==> src/rtl/dtree_channel_scheduler_if.sv <==
// Bus bundle for dtree_channel_scheduler: per-channel sample inputs,
// the classifier stream/result handshake and the tagged result outputs.
//
// Handshake: a sample moves to the classifier on a cycle where
// cls_in_valid and cls_ready are both high at the rising edge. While
// cls_in_valid is high and cls_ready is low, cls_sample holds its value
// and cls_in_valid stays asserted. ch_valid and cls_out_valid are plain
// strobes with no backpressure.
interface dtree_channel_scheduler_if #(
    parameter int CHANNELS = 4,
    parameter int FEATURES = 3,
    parameter int IN_WIDTH = 10
);
    localparam int CW = $clog2(CHANNELS);
    localparam int LW = $clog2(FEATURES);

    logic [CHANNELS-1:0]          ch_valid;
    logic [CHANNELS*IN_WIDTH-1:0] ch_sample;
    logic                         cls_in_valid;
    logic                         cls_ready;
    logic [IN_WIDTH-1:0]          cls_sample;
    logic [LW-1:0]                cls_level;
    logic [LW-1:0]                cls_path;
    logic                         cls_out_valid;
    logic                         res_valid;
    logic [CW-1:0]                res_channel;
    logic [LW-1:0]                res_level;
    logic [LW-1:0]                res_path;
    logic [CHANNELS-1:0]          drop;

    // Scheduler side
    modport master (
        input  ch_valid, ch_sample, cls_ready, cls_level, cls_path, cls_out_valid,
        output cls_in_valid, cls_sample, res_valid, res_channel, res_level, res_path, drop
    );

    // Environment side: front ends, classifier and result consumer
    modport slave (
        output ch_valid, ch_sample, cls_ready, cls_level, cls_path, cls_out_valid,
        input  cls_in_valid, cls_sample, res_valid, res_channel, res_level, res_path, drop
    );
endinterface

==> src/rtl/dtree_channel_scheduler.sv <==
// Round-robin time-sharing of one decision-tree classifier between
// CHANNELS sample windows. Each channel fills a FEATURES-deep window;
// a full window is granted, streamed oldest-first, and the classifier
// result is returned tagged with the channel index.
// Optional macro DTREE_SCHED_DROP_CNT_EN adds per-channel saturating
// 8-bit drop counters on output drop_count.
module dtree_channel_scheduler #(
    parameter int CHANNELS = 4,
    parameter int FEATURES = 3,
    parameter int IN_WIDTH = 10
) (
    input  logic                          clk,
    input  logic                          reset,
    dtree_channel_scheduler_if.master     bus,
    output logic [1:0]                    dbg_state
`ifdef DTREE_SCHED_DROP_CNT_EN
    ,
    output logic [CHANNELS*8-1:0]         drop_count
`endif
);
    localparam int CW = $clog2(CHANNELS);
    localparam int LW = $clog2(FEATURES);
    localparam int NW = $clog2(FEATURES + 1);

    typedef enum logic [1:0] {
        IDLE   = 2'd0,
        STREAM = 2'd1,
        WAIT   = 2'd2
    } state_t;

    state_t              state_q, state_d;
    logic [CW-1:0]       gnt_q, gnt_d;
    logic [CW-1:0]       rr_q, rr_d;
    logic [LW-1:0]       idx_q, idx_d;
    logic [NW-1:0]       count_q [CHANNELS];
    logic [NW-1:0]       count_d [CHANNELS];
    logic [IN_WIDTH-1:0] win_q [CHANNELS][FEATURES];
    logic [IN_WIDTH-1:0] win_d [CHANNELS][FEATURES];
    logic [CHANNELS-1:0] drop_q, drop_d;
    logic                res_valid_q, res_valid_d;
    logic [CW-1:0]       res_channel_q, res_channel_d;
    logic [LW-1:0]       res_level_q, res_level_d;
    logic [LW-1:0]       res_path_q, res_path_d;

    logic [CHANNELS-1:0] pending;
    logic                any_pending;
    logic [CW-1:0]       pick;
    logic                last_hs;
    logic [NW-1:0]       eff_count;

    // The window of the granted channel is released on the final handshake
    assign last_hs = (state_q == STREAM) && bus.cls_ready && (idx_q == LW'(FEATURES - 1));

    // A window is pending exactly when it holds FEATURES samples
    always_comb begin
        pending = '0;
        for (int i = 0; i < CHANNELS; i++) begin
            pending[i] = (count_q[i] == NW'(FEATURES));
        end
    end

    // First pending channel at or after rr_q, wrapping; lowest offset wins
    always_comb begin
        any_pending = 1'b0;
        pick        = '0;
        for (int k = CHANNELS - 1; k >= 0; k--) begin
            if (pending[(int'(rr_q) + k) % CHANNELS]) begin
                any_pending = 1'b1;
                pick        = CW'((int'(rr_q) + k) % CHANNELS);
            end
        end
    end

    // Window fill and overflow drop; a release frees the slot in the same cycle
    always_comb begin
        count_d   = count_q;
        win_d     = win_q;
        drop_d    = '0;
        eff_count = '0;
        for (int i = 0; i < CHANNELS; i++) begin
            eff_count = count_q[i];
            if (last_hs && (gnt_q == CW'(i))) begin
                eff_count = '0;
            end
            if (bus.ch_valid[i]) begin
                if (eff_count == NW'(FEATURES)) begin
                    drop_d[i] = 1'b1;
                end else begin
                    win_d[i][eff_count] = bus.ch_sample[i*IN_WIDTH +: IN_WIDTH];
                    eff_count           = eff_count + NW'(1);
                end
            end
            count_d[i] = eff_count;
        end
    end

    // Scheduler FSM: grant, stream the window, wait for the classifier result
    always_comb begin
        state_d       = state_q;
        gnt_d         = gnt_q;
        idx_d         = idx_q;
        rr_d          = rr_q;
        res_valid_d   = 1'b0;
        res_channel_d = res_channel_q;
        res_level_d   = res_level_q;
        res_path_d    = res_path_q;
        unique case (state_q)
            IDLE: begin
                if (any_pending) begin
                    gnt_d   = pick;
                    idx_d   = '0;
                    state_d = STREAM;
                end
            end
            STREAM: begin
                if (bus.cls_ready) begin
                    if (idx_q == LW'(FEATURES - 1)) begin
                        state_d = WAIT;
                    end else begin
                        idx_d = idx_q + LW'(1);
                    end
                end
            end
            WAIT: begin
                if (bus.cls_out_valid) begin
                    res_valid_d   = 1'b1;
                    res_channel_d = gnt_q;
                    res_level_d   = bus.cls_level;
                    res_path_d    = bus.cls_path;
                    rr_d          = (gnt_q == CW'(CHANNELS - 1)) ? '0 : gnt_q + CW'(1);
                    state_d       = IDLE;
                end
            end
            default: state_d = IDLE;
        endcase
    end

    // State and storage registers with synchronous reset
    always_ff @(posedge clk) begin
        if (reset) begin
            state_q       <= IDLE;
            gnt_q         <= '0;
            rr_q          <= '0;
            idx_q         <= '0;
            drop_q        <= '0;
            res_valid_q   <= 1'b0;
            res_channel_q <= '0;
            res_level_q   <= '0;
            res_path_q    <= '0;
            for (int i = 0; i < CHANNELS; i++) begin
                count_q[i] <= '0;
                for (int j = 0; j < FEATURES; j++) begin
                    win_q[i][j] <= '0;
                end
            end
        end else begin
            state_q       <= state_d;
            gnt_q         <= gnt_d;
            rr_q          <= rr_d;
            idx_q         <= idx_d;
            drop_q        <= drop_d;
            res_valid_q   <= res_valid_d;
            res_channel_q <= res_channel_d;
            res_level_q   <= res_level_d;
            res_path_q    <= res_path_d;
            count_q       <= count_d;
            win_q         <= win_d;
        end
    end

    assign bus.cls_in_valid = (state_q == STREAM);
    assign bus.cls_sample   = (state_q == STREAM) ? win_q[gnt_q][idx_q] : '0;
    assign bus.res_valid    = res_valid_q;
    assign bus.res_channel  = res_channel_q;
    assign bus.res_level    = res_level_q;
    assign bus.res_path     = res_path_q;
    assign bus.drop         = drop_q;
    assign dbg_state        = state_q;

`ifdef DTREE_SCHED_DROP_CNT_EN
    logic [7:0] dcnt_q [CHANNELS];
    logic [7:0] dcnt_d [CHANNELS];

    // Saturating drop counters, advanced by the registered drop pulse
    always_comb begin
        dcnt_d     = dcnt_q;
        drop_count = '0;
        for (int i = 0; i < CHANNELS; i++) begin
            if (drop_q[i] && (dcnt_q[i] != 8'hFF)) begin
                dcnt_d[i] = dcnt_q[i] + 8'd1;
            end
            drop_count[i*8 +: 8] = dcnt_q[i];
        end
    end

    // Drop counter registers, cleared only by reset
    always_ff @(posedge clk) begin
        if (reset) begin
            for (int i = 0; i < CHANNELS; i++) begin
                dcnt_q[i] <= '0;
            end
        end else begin
            dcnt_q <= dcnt_d;
        end
    end
`endif
endmodule

==> src/flat_wrapper.sv <==
// flat-port wrapper written by rule: the top's interface ports become plain ports
module dtree_channel_scheduler_flat 
#(
    parameter int CHANNELS = 4,
    parameter int FEATURES = 3,
    parameter int IN_WIDTH = 10
)
  (clk, reset, dbg_state, bus_ch_valid, bus_ch_sample, bus_cls_ready, bus_cls_level, bus_cls_path, bus_cls_out_valid, bus_cls_in_valid, bus_cls_sample, bus_res_valid, bus_res_channel, bus_res_level, bus_res_path, bus_drop);
  dtree_channel_scheduler_if #(.CHANNELS(CHANNELS), .FEATURES(FEATURES), .IN_WIDTH(IN_WIDTH)) bus_i ();
  input  logic clk;
  input  logic reset;
  output logic [1:0] dbg_state;
  input wire logic [$bits(bus_i.ch_valid)-1:0] bus_ch_valid;
  input wire logic [$bits(bus_i.ch_sample)-1:0] bus_ch_sample;
  input wire logic [$bits(bus_i.cls_ready)-1:0] bus_cls_ready;
  input wire logic [$bits(bus_i.cls_level)-1:0] bus_cls_level;
  input wire logic [$bits(bus_i.cls_path)-1:0] bus_cls_path;
  input wire logic [$bits(bus_i.cls_out_valid)-1:0] bus_cls_out_valid;
  output wire logic [$bits(bus_i.cls_in_valid)-1:0] bus_cls_in_valid;
  output wire logic [$bits(bus_i.cls_sample)-1:0] bus_cls_sample;
  output wire logic [$bits(bus_i.res_valid)-1:0] bus_res_valid;
  output wire logic [$bits(bus_i.res_channel)-1:0] bus_res_channel;
  output wire logic [$bits(bus_i.res_level)-1:0] bus_res_level;
  output wire logic [$bits(bus_i.res_path)-1:0] bus_res_path;
  output wire logic [$bits(bus_i.drop)-1:0] bus_drop;
  assign bus_i.ch_valid = bus_ch_valid;
  assign bus_i.ch_sample = bus_ch_sample;
  assign bus_i.cls_ready = bus_cls_ready;
  assign bus_i.cls_level = bus_cls_level;
  assign bus_i.cls_path = bus_cls_path;
  assign bus_i.cls_out_valid = bus_cls_out_valid;
  assign bus_cls_in_valid = bus_i.cls_in_valid;
  assign bus_cls_sample = bus_i.cls_sample;
  assign bus_res_valid = bus_i.res_valid;
  assign bus_res_channel = bus_i.res_channel;
  assign bus_res_level = bus_i.res_level;
  assign bus_res_path = bus_i.res_path;
  assign bus_drop = bus_i.drop;
  dtree_channel_scheduler #(.CHANNELS(CHANNELS), .FEATURES(FEATURES), .IN_WIDTH(IN_WIDTH)) u_core (.clk(clk), .reset(reset), .bus(bus_i), .dbg_state(dbg_state));
endmodule
==> config.mk <==
export PLATFORM = sky130hd
export DESIGN_NAME = dtree_channel_scheduler_flat
export DESIGN_NICKNAME = d
export VERILOG_FILES = /design/src/rtl/dtree_channel_scheduler_if.sv /design/src/rtl/dtree_channel_scheduler.sv /design/src/flat_wrapper.sv
export SDC_FILE = /design/constraint.sdc
export NUM_CORES = 1
export LEC_CHECK = 0
export CORE_MARGIN = 3
export CORE_UTILIZATION = 45
export DETAILED_ROUTE_END_ITERATION = 7
export GPL_ROUTABILITY_DRIVEN = 0
export PLACE_DENSITY = 0.63
export RECOVER_POWER = 100
export SETUP_SLACK_MARGIN = 0.2
export SKIP_LAST_GASP = 1
export SLEW_MARGIN = 30
export SYNTH_ARGS = -nofsm -noshare
export SYNTH_HDL_FRONTEND = slang
export SYNTH_SLANG_ARGS = --single-unit
==> constraint.sdc <==
create_clock -name clk -period 4.45 [get_ports clk]
set_input_delay 0.445 -clock clk [delete_from_list [all_inputs] [get_ports clk]]
set_output_delay 0.445 -clock clk [all_outputs]
set_load 0.01 [all_outputs]
After elaboration in Yosys (flattened, before gate mapping):

Index checks and enable logic that the tools add are counted.

* word-level logic and storage cells: 182
* input bits: 52
* register bits after elaboration: 147
* output and inout port bits: 24

* reductions and logical operators: 29
* bitwise operators: 18
* add/sub/neg operators: 9
* equality and inequality tests: 19
* mux-type cells: 65
* $lt $le $gt $ge: 14

Operator list (count)
* $bwmux W30: 4
* $demux W10 S2: 4
* $mux W10: 7
* $bmux W30 S2: 1
* $mux W30: 2
* $mux W2: 24
* $eq A2 B2 Y1 const B: 12
* $bmux W10 S2: 1
* $ge A3 B3 Y1 const B: 6
* $not A2 Y3: 6
* $mux W1: 16
* $reduce_or A2 Y1: 8
* $add A2 B1 Y2 const B: 7
* $lt A3 B1 Y1 const B: 4
* $lt A3 B4 Y1 const B: 3
* $reduce_and A2 Y1: 6
* $logic_and A1 B1 Y1: 10
* $not A1 Y1: 9
* $bmux W1 S2: 4
* $reduce_and A4 Y1: 2
* $ne A2 B2 Y1 const B: 3
* $pmux W2 S3: 1
* $add A2 B2 Y2 const B: 2
* $eq A2 B1 Y1 const B: 2
* 6 further kinds: 10

Depth between registers and ports, before layout:

Gate-level depths: netlist of the first run.

* depth in word-level cells: 12
* depth in mapped cells: 9
* gate-level depth less buffers: 6

Worst setup path after synthesis of the first run:

No wires, ideal clock.

* path kind: register -> output
* from: reg u_core.state_q[0] (netlist: u_core.dbg_state[0])
* to: out bus_cls_sample[0]
* stages on the path, launching flop included: 6
* path buffers: 2
* data arrival time: 1.477 ns
* path slack: 2.528 ns
* cell sequence: dfxtp_1 buf_6 inv_6 or4_4 buf_6 o22ai_1

* cells in the longest elaborated chain, start to end: 2

RTL lines
* start: declaration: line dtree_channel_scheduler.sv:31 `state_t state_q, state_d;`
* start signal: assignment: line dtree_channel_scheduler.sv:157 `state_q <= state_d;`
* $eq A2 B1 Y1: line dtree_channel_scheduler.sv:172 `assign bus.cls_sample = (state_q == STREAM) ? win_q[gnt_q][idx_q] : '0;`
* $mux W10: line dtree_channel_scheduler.sv:172
* end: declaration: line flat_wrapper.sv:20 `output wire logic [$bits(bus_i.cls_sample)-1:0] bus_cls_sample;`

Every way passes these cells.

==> flow_metrics.env, run 1 <==
export IMPL_syn_nets=775
export IMPL_drive_gt1_share_pct=8.494
export IMPL_tightest_slew_ps=3140
export IMPL_synth_largest_area_cell="dfxtp_1"
export IMPL_wire_per_inst_um=18.88
export IMPL_grt_pass1_vias=5383
export IMPL_grt_antenna_before_repair=0
export IMPL_via_per_inst=5.721
export IMPL_fin_cells=961
export IMPL_crit_fanout=100
export IMPL_numPortBuffers=75
export IMPL_layout_min_cycle_time_ps=3632
export IMPL_ys_seq_area_share_pct=42.15
export IMPL_die_w_um=130.6
export IMPL_drtIter0Drc=490
export IMPL_fin_util_pct=55.61
export IMPL_rrSetupSlack_ps=870
export IMPL_postSynthRegisterBits=147
export IMPL_io_pins=76
export IMPL_grtUsageTotal_pct=21.82
export IMPL_cts_tree="done"
export IMPL_synth_area_leaders="dfxtp_1 42%, mux2i_1 12%, nand3b_1 8.8%"
export IMPL_r2r_start="u_core.idx_q[1]"
export IMPL_nets=823
export IMPL_placementRows=44
export IMPL_avgSynthCellArea_um2=9.724
export IMPL_synth_cell_types=45
export IMPL_min_period_over_period_pct=81.63
export IMPL_grt_max_degree=101
export IMPL_diodes=0
export IMPL_placed_cells=931
export IMPL_clock_fmax_mhz=275.3
export IMPL_max_stage_delay_ps=2180
export IMPL_p_leak_nw=3.035
export IMPL_postCtsHoldBufs=0
export IMPL_cp_required_ps=4690
export IMPL_endpoint_kind="flop"
export IMPL_fin_area_um2=8267
export IMPL_syn_cell_area_um2=6982
export IMPL_clock_skew_ps=6.296
export IMPL_setup_viol=0
export IMPL_timing_rr_end="u_core.win_q[109]"
export IMPL_root_buffer="clkbuf_16"
export IMPL_antenna_left=0
export IMPL_clock_latency_ps=420
export IMPL_violations="capacitance limit, slew limit"
export IMPL_grt_pass1_wl_um=28480
export IMPL_outcome="finished, violations left"
export IMPL_die_area_um2=17050
export IMPL_area_delta_synth_final_pct=18.41
export IMPL_rsz0062_at_grt="no"
export IMPL_drtPass1Iterations=5
export IMPL_path_clk_slew_ps=60
export IMPL_cts_sinks=147
export IMPL_pre_cts_ws_ps=1569
export IMPL_core_um2=14860
export IMPL_clk_path_buf_depth=2
export IMPL_dpl_hpwl_um=12900
export IMPL_hold_path_depth=2
export IMPL_post_cts_buffers=0
export IMPL_fin_setup_tns_ps=0
export IMPL_die_h_um=130.6
export IMPL_cts_htree_levels=4
export IMPL_slew_headroom_pct=-109.3
export IMPL_hold_start="u_core.win_q[26]"
export IMPL_syn_inst=718
export IMPL_cp_arrival_ps=3870
export IMPL_drc=0
export IMPL_reg2reg_depth=4
export IMPL_ys_warn_count=0
export IMPL_cp_slowest_cell="clkbuf_1"
export IMPL_ctsResizeCount=0
export IMPL_ir_drop_v=0.0002644
export IMPL_finalHoldViolations=0
export IMPL_start_kind="primary input"
export IMPL_p_per_area_nw_per_um2=385.2
export IMPL_min_path_type="flop to flop"
export IMPL_maxCapViolations=1
export IMPL_whs_ps=475.4
export IMPL_routed_wirelength_um=18140
export IMPL_worstPathCellList="clkbuf_1, clkbuf_2, nand2b_1, o21ai_0"
export IMPL_fillers=1322
export IMPL_finalPower_mw=3.184
export IMPL_finalMaxSlewViolations=101
export IMPL_fin_ws_ps=817.6
export IMPL_synth_top_area_share_pct=42.15
export IMPL_crit_type="primary input to flop"
export IMPL_startpoint="reset"
export IMPL_overflow=0
export IMPL_postPlaceCellArea_um2=7714
export IMPL_min_to="u_core.win_q[26]"
export IMPL_cts_inserted_buffers=17
export IMPL_start_util_pct=46.97
export IMPL_routed_via_count=5498
[flip-flops by register name, summed over array words and instances (netlist names)]
| name | count |
|---|---|
| u_core.bus.res_valid | 1 |
| u_core.gnt_q | 2 |
| u_core.dbg_state | 2 |
| u_core.win_q | 120 |
| u_core.bus.drop | 4 |
| u_core.count_q | 8 |
| u_core.bus.res_level | 2 |
| u_core.bus.res_channel | 2 |
| u_core.idx_q | 2 |
| u_core.rr_q | 2 |
| u_core.bus.res_path | 2 |
[Yosys cell counts, drive strengths merged]
master and count:
ha 5, a21boi 1, mux2i 86, nor2 31, nand3b 82, and4b 1, mux2 1, or4 1
nor4b 4, a21oi 13, dfxtp 147, nand2 15, a22oi 21, mux4 10, a32o 1, nand3 3
nor3 7, nor2b 3, o21ai 91, inv 28, nand2b 81, a311o 2, o21a 1, a41oi 2
o22a 1, nand4b 1, and2 1, o2111ai 8, a31o 1, o221ai 1, buf 32, o22ai 10
a31oi 1, clkbuf 25
[report_power, final]
part	leakage [nW]	switching, mW	total, mW	internal [mW]
sequential	1.20	0.0441	1.42	1.37
combinational	1.55	0.165	0.323	0.158
clock	0.288	0.541	1.44	0.901
[cell families after synthesis]
logic type                 share of synthesized area [%]
and+or+nand+nor                                    21.25
buffers and inverters                              6.362
DFF                                                42.15
muxes                                              15.72
AOI/OAI and AO/OA                                  13.62
adders and majority gates                         0.8961
[per-layer routing]
layer | up-vias | GRT usage [%] | routed length (um)
li1 | 2641 | - | -
met1 | 2664 | 28.18 | 8196
met2 | 163 | 35.66 | 8549
met3 | 30 | 5.569 | 965
met4 | 0 | 7.502 | 428
met5 | - | 0 | 0
[placed cells by master (no fill, tap or decap), types with 7 or more instances in the layout]
| cell type | n |
|---|---|
| nand2b_1 | 81 |
| mux2i_1 | 86 |
| o21ai_0 | 85 |
| nor3_1 | 7 |
| inv_1 | 27 |
| nand2_1 | 15 |
| nor2_1 | 26 |
| nand3b_1 | 82 |
| dlygate4sd3_1 | 23 |
| clkdlybuf4s50_1 | 51 |
| a21oi_1 | 13 |
| buf_4 | 9 |
| mux4_2 | 10 |
| a22oi_1 | 21 |
| clkbuf_16 | 17 |
| dfxtp_1 | 146 |
| o22ai_1 | 10 |
[worst max path at each step]
| stage | slack [ps] | depth (start not counted) | endpoint |
|---|---|---|---|
| 2_1_floorplan | 2530 | 5 | bus_cls_sample[0] |
| 5_1_grt | 480 | 4 | u_core.win_q[109] |
| 4_1_cts | 1110 | 6 | bus_cls_sample[2] |
| 6_report | 820 | 4 | u_core.win_q[109] |
| 3_3_place_gp | 1670 | 6 | bus_cls_sample[0] |
| 3_5_place_dp | 1570 | 6 | bus_cls_sample[2] |
[worst max-delay path: cells and delay by family]
kind	cells	cell delay, ps
compound gates	1	100
buf+inv	2	3020
simple gates	1	270
[layout make-up]
type,count,area [um^2],share of cell area [%]
clock inverters,10,133.9,1.619
multi-input cells,486,3571,43.20
flip-flops and latches,147,2944,35.61
repair buffers,86,820.8,9.929
well taps,184,230.2,2.785
clock buffers,20,456.7,5.524
inverters,28,110.1,1.332
Note: power is estimated with default switching activity, not from simulation.
==> inputs of run 2 (changes only) <==
PLACE_DENSITY = 0.65   (was 0.63)
clock period = 3.1 ns   (was 4.45 ns; I/O delays follow)
==> flow_metrics.env, run 2 (synthesized netlist as in run 1, its figures left out) <==
export IMPL_outcome="finished, final reports clean"
export IMPL_multi_input_area_um2=3552
export IMPL_drc=0
export IMPL_rsz0062_at_grt="no"
export IMPL_cts_htree_levels=4
export IMPL_endpoint_kind="output pin"
export IMPL_cp_arrival_ps=2500
export IMPL_finalPower_mw=4.504
export IMPL_final_common_cell="dfxtp_1"
export IMPL_drtIter0Drc=442
export IMPL_final_cell_mix="144 x dfxtp_1, 89 x o21ai_0, 86 x mux2i_1"
export IMPL_worstPathCellList="clkbuf_2, mux4_2, inv_1, o22ai_1, clkdlybuf4s50_1"
export IMPL_fin_ws_ps=286.5
export IMPL_maxCapViolations=0
export IMPL_p_per_area_nw_per_um2=543.9
export IMPL_sw_frac_of_total_pct=23.00
export IMPL_core_um2=14860
export IMPL_cell_internal_pwr_mw=3.468
export IMPL_pre_cts_ws_ps=542.6
export IMPL_grt_antenna_before_repair=0
export IMPL_r2r_start="u_core.idx_q[1]"
export IMPL_wire_per_inst_um=18.70
export IMPL_crit_fanout=12
export IMPL_die_h_um=130.6
export IMPL_layout_min_cycle_time_ps=2813
export IMPL_die_w_um=130.6
export IMPL_postPlaceCellArea_um2=7761
export IMPL_drtPass1Iterations=5
export IMPL_numPortBuffers=75
export IMPL_cp_required_ps=2790
export IMPL_cp_slowest_cell="mux4_2"
export IMPL_via_per_inst=5.647
export IMPL_largest_reg_flops=120
export IMPL_ir_drop_v=0.0004494
export IMPL_seq_power_share_pct=45.4
export IMPL_path_clk_slew_ps=60
export IMPL_switchingPower_mw=1.036
export IMPL_clock_latency_ps=410
export IMPL_root_buffer="clkbuf_16"
export IMPL_tightest_slew_ps=1200
export IMPL_power_frac_comb_pct=10.1
export IMPL_crit_end="bus_cls_sample[7]"
export IMPL_fin_setup_tns_ps=0
export IMPL_routed_via_count=5449
export IMPL_ctsResizeCount=4
export IMPL_postCtsHoldBufs=0
export IMPL_min_period_over_period_pct=90.76
export IMPL_finalMaxSlewViolations=0
export IMPL_cts_inserted_buffers=17
export IMPL_regArea_um2=2952
export IMPL_io_pins=76
export IMPL_grtUsageTotal_pct=21.66
export IMPL_grt_pass1_wl_um=28010
export IMPL_p_leak_nw=3.038
export IMPL_dpl_hpwl_um=12950
export IMPL_grt_max_degree=135
export IMPL_min_path_type="primary input to flop"
export IMPL_fin_area_um2=8280
export IMPL_largest_register="u_core.win_q"
export IMPL_post_cts_buffers=0
export IMPL_diodes=0
export IMPL_start_kind="flop"
export IMPL_reg2reg_depth=5
export IMPL_clock_fmax_mhz=355.4
export IMPL_setup_viol=0
export IMPL_crit_type="flop to output pin"
export IMPL_rrSetupSlack_ps=620
export IMPL_grt_pass1_vias=5235
export IMPL_die_area_um2=17050
export IMPL_drive_gt1_share_pct=8.067
export IMPL_slew_headroom_pct=19.43
export IMPL_clk_path_buf_depth=2
export IMPL_cts_sinks=147
export IMPL_max_stage_delay_ps=550
export IMPL_placementRows=44
export IMPL_startpoint="u_core.gnt_q[0]"
export IMPL_timing_rr_end="u_core.win_q[12]"
export IMPL_cts_tree="done"
export IMPL_fillers=1335
export IMPL_finalHoldViolations=0
export IMPL_area_delta_synth_final_pct=18.60
export IMPL_clock_skew_ps=7.924
export IMPL_pwr_share_clk_pct=44.5
export IMPL_overflow=0
export IMPL_start_util_pct=46.97
export IMPL_nets=826
export IMPL_antenna_left=0
export IMPL_routed_wirelength_um=18040
## run 2: metal layers
metal  share of wire [%]  GRT usage, %
met5                   0             0
met2                  48         35.06
met3                 5.0         5.610
met1                  44         28.13
met4                 2.4         7.623
## run 2: area by class of cell
cell class / count / area share (%)
clock buffers: 28 / 6.603
clock inverters: 3 / 0.4835
inverters: 28 / 1.330
multi-input cells: 486 / 42.90
flip-flops and latches: 147 / 35.65
well taps: 184 / 2.780
repair buffers: 89 / 10.26
## run 2: through the flow
step / cells / hold WS [ps] / util [%]
after global routing: 965 / 455.6 / 55.71
final: 965 / 429.8 / 55.71
after detailed placement: 934 / 470.8 / 52.21
after floorplan: 718 / 449.5 / -
after global placement: 934 / 460.1 / 52.19
after CTS: 965 / 481.7 / 56.21
## run 2: critical path: cells and delay by family (launching register included)
kind	cells	cell delay [ps]
DFF	1	470
AOI/OAI and AO/OA	1	120
buffers and inverters	3	950
muxes	1	550
## run 2: power by group through the flow
stage	sequential, mW	clock (mW)	combinational, mW
floorplan	2.05	0	0.320
global placement	2.08	0	0.450
detailed placement	2.08	0	0.460
CTS	2.04	2.04	0.464
global route	2.05	2.13	0.499
finish	2.04	2.01	0.454
## run 2: worst min-delay path by stage
stage	start	to	slack (ps)	cells after the start
after floorplan	u_core.win_q[101]	u_core.win_q[101]	450	2
after global placement	u_core.win_q[29]	u_core.win_q[29]	460	2
after detailed placement	u_core.win_q[67]	u_core.win_q[67]	470	2
after CTS	u_core.win_q[114]	u_core.win_q[114]	480	2
after global routing	reset	u_core.bus.res_level[0]	460	2
final	reset	u_core.bus.res_path[1]	430	2
